==> config.mk <==
export PLATFORM = sky130hd
export DESIGN_NAME = demux_stream
export DESIGN_NICKNAME = d
export VERILOG_FILES = /design/src/rtl/demux_pkg.sv /design/src/rtl/demux_slot.sv /design/src/rtl/demux_stream.sv
export SDC_FILE = /design/constraint.sdc
export NUM_CORES = 1
export LEC_CHECK = 0
export ABC_AREA = 1
export BUFFER_PORTS_ARGS = -buffer_cell sky130_fd_sc_hd__buf_4
export CAP_MARGIN = 20
export CORE_UTILIZATION = 50
export DETAILED_ROUTE_END_ITERATION = 16
export GPL_ROUTABILITY_DRIVEN = 0
export PLACE_DENSITY_LB_ADDON = 0.15
export SLEW_MARGIN = 40
export SYNTH_ARGS = -nofsm -noshare
export SYNTH_HDL_FRONTEND = slang
export SYNTH_SLANG_ARGS = --single-unit
export TNS_END_PERCENT = 10
==> constraint.sdc <==
create_clock -name clk -period 1.7 [get_ports clk]
set_clock_uncertainty 0.15 [all_clocks]
set_input_delay 0.085 -clock clk [delete_from_list [all_inputs] [get_ports clk]]
set_output_delay 0.085 -clock clk [all_outputs]
set_load 0.05 [all_outputs]
==> src/rtl/demux_pkg.sv <==
// Shared constants and helpers for the one-to-many stream demultiplexer.
package demux_pkg;

  localparam int DEF_WIDTH    = 32'd8;
  localparam int DEF_CHANNELS = 32'd4;
  localparam int ERR_CNT_W    = 32'd8;

  // Ceiling log2 for parameter checks; returns 0 for n <= 1.
  function automatic int clog2(input int n);
    int r;
    r = 32'd0;
    for (int i = 0; i < 32; i++) begin
      if ((32'd1 << i) < n) begin
        r = i + 32'd1;
      end else begin
        r = r;
      end
    end
    return r;
  endfunction

endpackage

==> src/rtl/demux_slot.sv <==
// One-entry output holding register: loads a word, drains on handshake and
// shows all-zero data whenever it is empty.
module demux_slot
  import demux_pkg::*;
#(
  parameter int WIDTH = DEF_WIDTH
) (
  input  logic             clk,
  input  logic             rst_n,
  input  logic             load,
  input  logic [WIDTH-1:0] load_data,
  input  logic             ready,
  output logic             valid,
  output logic [WIDTH-1:0] data
);

  logic             valid_q, valid_d;
  logic [WIDTH-1:0] data_q, data_d;

  // Next-state: a load wins over a drain so drain-and-refill keeps valid high.
  always_comb begin
    valid_d = valid_q;
    data_d  = data_q;
    if (load) begin
      valid_d = 1'b1;
      data_d  = load_data;
    end else if (valid_q && ready) begin
      valid_d = 1'b0;
      data_d  = '0;
    end else begin
      valid_d = valid_q;
      data_d  = data_q;
    end
  end

  // Slot state register.
  always_ff @(posedge clk or negedge rst_n) begin
    if (!rst_n) begin
      valid_q <= 1'b0;
      data_q  <= '0;
    end else begin
      valid_q <= valid_d;
      data_q  <= data_d;
    end
  end

  assign valid = valid_q;
  assign data  = data_q;

endmodule

==> src/rtl/demux_stream.sv <==
// Stream demultiplexer: routes each accepted word to one channel slot (or all
// slots in broadcast); out-of-range unicast words are dropped and counted.
module demux_stream
  import demux_pkg::*;
#(
  parameter int WIDTH    = DEF_WIDTH,
  parameter int CHANNELS = DEF_CHANNELS,
  parameter int SEL_W    = 2
) (
  input  logic                      clk,
  input  logic                      rst_n,
  input  logic [WIDTH-1:0]          in_data,
  input  logic [SEL_W-1:0]          in_sel,
  input  logic                      in_bcast,
  input  logic                      in_valid,
  output logic                      in_ready,
  output logic [CHANNELS*WIDTH-1:0] out_data,
  output logic [CHANNELS-1:0]       out_valid,
  input  logic [CHANNELS-1:0]       out_ready,
  output logic                      err_sel,
  output logic [ERR_CNT_W-1:0]      err_cnt
);

  if (SEL_W != clog2(CHANNELS) || WIDTH < 1 || WIDTH > 64 ||
      CHANNELS < 2 || CHANNELS > 16) begin : g_bad_params
    $error("demux_stream: illegal WIDTH/CHANNELS/SEL_W combination");
  end

  logic [CHANNELS-1:0]  sel_hit;
  logic [CHANNELS-1:0]  slot_free;
  logic [CHANNELS-1:0]  load;
  logic                 sel_in_range;
  logic                 accept;
  logic                 err_sel_q, err_sel_d;
  logic [ERR_CNT_W-1:0] err_cnt_q, err_cnt_d;

  // One-hot select decode; no bit set means the index is out of range.
  always_comb begin
    sel_hit = '0;
    for (int c = 0; c < CHANNELS; c++) begin
      if (in_sel == SEL_W'(c)) begin
        sel_hit[c] = 1'b1;
      end else begin
        sel_hit[c] = 1'b0;
      end
    end
  end

  assign slot_free    = ~out_valid | out_ready;
  assign sel_in_range = |sel_hit;

  // Ready decode; deliberately independent of in_valid.
  always_comb begin
    in_ready = 1'b0;
    if (!rst_n) begin
      in_ready = 1'b0;
    end else if (in_bcast) begin
      in_ready = &slot_free;
    end else if (!sel_in_range) begin
      in_ready = 1'b1;
    end else begin
      in_ready = |(sel_hit & slot_free);
    end
  end

  assign accept = in_valid & in_ready;
  assign load   = {CHANNELS{accept}} & ({CHANNELS{in_bcast}} | sel_hit);

  // Error pulse and saturating drop counter.
  always_comb begin
    err_sel_d = accept & ~in_bcast & ~sel_in_range;
    err_cnt_d = err_cnt_q;
    if (err_sel_d && (err_cnt_q != {ERR_CNT_W{1'b1}})) begin
      err_cnt_d = err_cnt_q + ERR_CNT_W'(1);
    end else begin
      err_cnt_d = err_cnt_q;
    end
  end

  // Error state register.
  always_ff @(posedge clk or negedge rst_n) begin
    if (!rst_n) begin
      err_sel_q <= 1'b0;
      err_cnt_q <= '0;
    end else begin
      err_sel_q <= err_sel_d;
      err_cnt_q <= err_cnt_d;
    end
  end

  assign err_sel = err_sel_q;
  assign err_cnt = err_cnt_q;

  for (genvar c = 0; c < CHANNELS; c++) begin : g_slot
    demux_slot #(.WIDTH(WIDTH)) u_slot (
      .clk       (clk),
      .rst_n     (rst_n),
      .load      (load[c]),
      .load_data (in_data),
      .ready     (out_ready[c]),
      .valid     (out_valid[c]),
      .data      (out_data[c*WIDTH +: WIDTH])
    );
  end

endmodule

==> results.json <==
{
  "outcome": "finished, violations left",
  "violations": "negative setup slack",
  "clk_latency_ns": 0.30,
  "io-pin-count": 64,
  "wl_per_cell_um": 17.3,
  "leakage_nw": 1.60,
  "detail-route-antenna-nets": 0,
  "grt_pass1_wl_um": 8800,
  "synth_top_family_by_area": "simple AND/OR/NAND/NOR gates",
  "yosys_register_bits": 45,
  "powerDensity_mw_per_mm2": 1170,
  "grtUsageMet1_pct": 36.7,
  "area_growth_pct": 51.4,
  "synth_area_leaders": "dfrtp_1 57%, nand4_1 10%, nand2_1 9.6%",
  "async_flop_share_pct": 100,
  "fmax_mhz": 575,
  "p_total_mw": 3.51,
  "synthMuxAreaShare_pct": 0,
  "yosysTopAreaCell": "dfrtp_1",
  "cts_buffers": 5,
  "remaining_drc_errors": 0,
  "min_path_type": "in -> reg",
  "final_cell_area_mm2": 0.00301,
  "tightest_slew_ns": 0.508,
  "wl_um": 5980,
  "first_global_vias": 1792,
  "setup_ws_ns": -0.0393,
  "synthCells": 208,
  "row_count": 22,
  "cpPeakStageDelay_ns": 0.39,
  "timing.final.hold_violations": 0,
  "top_usage_layer": "met2",
  "grt_max_degree": 42,
  "track_usage_pct": 28.7,
  "vias_per_cell": 5.68,
  "yosysMostFrequentCell": "nand2_1",
  "cts-root-buf": "clkbuf_8",
  "drtIter0Drc": 113,
  "yosys.area_share.adder_pct": 0,
  "nets": 314,
  "path_max_fanout": 3,
  "synth_compound_area_share_pct": 2.01,
  "required_ns": 1.46,
  "drive_above_1_share_pct": 42.4,
  "synthTopCellsByCount": "51 x nand2_1, 45 x dfrtp_1, 33 x nand3_1",
  "syn-num-nets": 226,
  "cp.arrival_ns": 1.50,
  "crit_top_cell": "nand2_1",
  "insertedDiodeCount": 0,
  "cp_top_family": "simple AND/OR/NAND/NOR gates",
  "relSlewSlack_pct": 66.1,
  "worstPathCellList": "nand2_2, buf_6, nand2_1, nand2_1, inv_2, nand3_4, inv_4, nor2_8, buf_8",
  "synth-simple-area-share_pct": 33.4,
  "cp_slowest_cell": "dfrtp_1",
  "dpl_cell_area_mm2": 0.00253,
  "syn_area_per_cell_um2": 9.57,
  "antenna_found_initial": 0,
  "yosys.area_share.xor_xnor_pct": 0,
  "synth_warnings": 0,
  "finalMaxSlewViolations": 0,
  "critPathKind": "reg -> out",
  "numPortBuffers": 63,
  "dpl.hpwl_um": 3620,
  "synth_edf_count": 0,
  "worst-path-buf-inv": 4,
  "fp.coreArea_mm2": 0.00374,
  "netlist_area_mm2": 0.00199,
  "die_w_um": 65.1,
  "maxCapViolCount": 0,
  "vias": 1960,
  "rsz0062_at_grt": "true",
  "fin_crit_sh_pct": 102,
  "fp.dieArea_mm2": 0.00424,
  "dieHeight_um": 65.1,
  "clock_sinks": 45,
  "cp-end-kind": "output port",
  "cts.reportedPaths.clkPinSlew_ns": 0.08,
  "cts_tree": "done",
  "htreeDepth": 2,
  "synth_top_area_share_pct": 56.6,
  "grt-ovfl-total": 0,
  "setup_viol": 5,
  "peakVddDrop_mv": 0.806,
  "ys_seq_area_share_pct": 56.6,
  "cts_buffer_depth": 2,
  "multi_input_area_um2": 850,
  "start_util_pct": 53.2,
  "seq_area_mm2": 0.00113,
  "ys.flop_type": "dfrtp_1",
  "synth_cell_types": 21,
  "period_minus_slack_ns": 1.74,
  "dr.pass1.iters": 4,
  "fillers": 243,
  "startpoint_type": "flop",
  "use_met3_pct": 3.99,
  "hold_ws_ns": 0.0102,
  "use_met2_pct": 48.6
}
-- power breakdown --
part / switching, mW / internal [mW]
Clock: 0.360 / 0.329
Combinational: 1.00 / 0.470
Sequential: 0.113 / 1.24
-- kinds of logic (layout without fill, tap and decap cells) --
group | count (synthesis) | after routing
simple gates | 127 | 129
other cells | 1 | 1
flops | 45 | 45
buf+inv | 30 | 117
compound gates | 5 | 5
-- flip-flops by register name (all words and copies together), names as in the netlist --
signal and cells:
err_cnt 8, g_slot.u_slot.valid 4, err_sel 1, g_slot.u_slot.data 32
-- cells in the final DEF, fill, tap and decap left out, drive strengths merged --
| cell | netlist | layout |
|---|---|---|
| o21ai | 4 | 4 |
| dfrtp | 45 | 45 |
| clkbuf | 9 | 6 |
| a21oi | 1 | 1 |
| conb | 1 | 1 |
| clkinv | 0 | 2 |
| buf | 10 | 87 |
| nand4 | 36 | 38 |
| dlygate4sd3 | 0 | 11 |
| nand2 | 51 | 51 |
| nor2 | 6 | 6 |
| inv | 11 | 11 |
| nand3 | 34 | 34 |
-- final cells by class --
class                           count  area share [%]
Clock inverter                      2           0.457
Multi-Input combinational cell    135            28.2
Sequential cell                    45            37.4
Tap cell                           48            1.99
Clock buffer                        6            2.74
Inverter                           11            1.45
Timing Repair Buffer               98            27.8
-- layer usage --
metal | up-vias | part of all wire (%)
met5 | - | 0
met1 | 960 | 40
met3 | 17 | 6.2
met4 | 0 | 2.3
met2 | 90 | 52
li1 | 893 | -
-- per-stage QoR --
stage          setup slack [ns]  std cells  utilization, %  TNS (ns)
6_report                -0.0393        345            80.5   -0.0652
5_1_grt                  -0.110        345            80.5     -2.17
4_1_cts                 -0.0439        336            75.8   -0.0439
3_5_place_dp            -0.0469        313            67.7    -0.192
3_3_place_gp             0.0498        313            67.7         0
2_1_floorplan             0.158        208               -         0
-- worst register-to-register path, delay by kind of cell, from the launching register on --
family / cells / cell delay, ns
simple gates: 8 / 0.90
flops: 1 / 0.39
buf+inv: 1 / 0.16
-- worst paths after layout --
kind	start	end	slack, ns	cells past startpoint
max in group asynchronous	rst_n	g_slot[2].u_slot.valid$_DFFE_PN0P_	0.60	3
max	g_slot[3].u_slot.valid$_DFFE_PN0P_	in_ready	-0.04	9
max reg2reg	g_slot[3].u_slot.valid$_DFFE_PN0P_	g_slot[1].u_slot.data[6]$_DFFE_PN0P_	-0.02	9
min reg2reg	err_cnt[7]$_DFFE_PN0P_	err_cnt[7]$_DFFE_PN0P_	0.23	0
min in group asynchronous	rst_n	err_cnt[7]$_DFFE_PN0P_	0.30	3
min	out_ready[0]	g_slot[0].u_slot.valid$_DFFE_PN0P_	0.01	5
-- timing repair --
| action | 4_1_cts | 5_1_grt |
|---|---|---|
| hold buffers | 11 | 0 |
| pin swaps | 5 | 20 |
| endpoints found under the hold margin | 78 | 0 |
| gates resized for setup | 13 | 17 |
| endpoints found under the setup margin | 25 | 34 |
| buffers inserted | 4 | 7 |
| gates cloned | 0 | 2 |
Power figures use the tool's default switching activity.
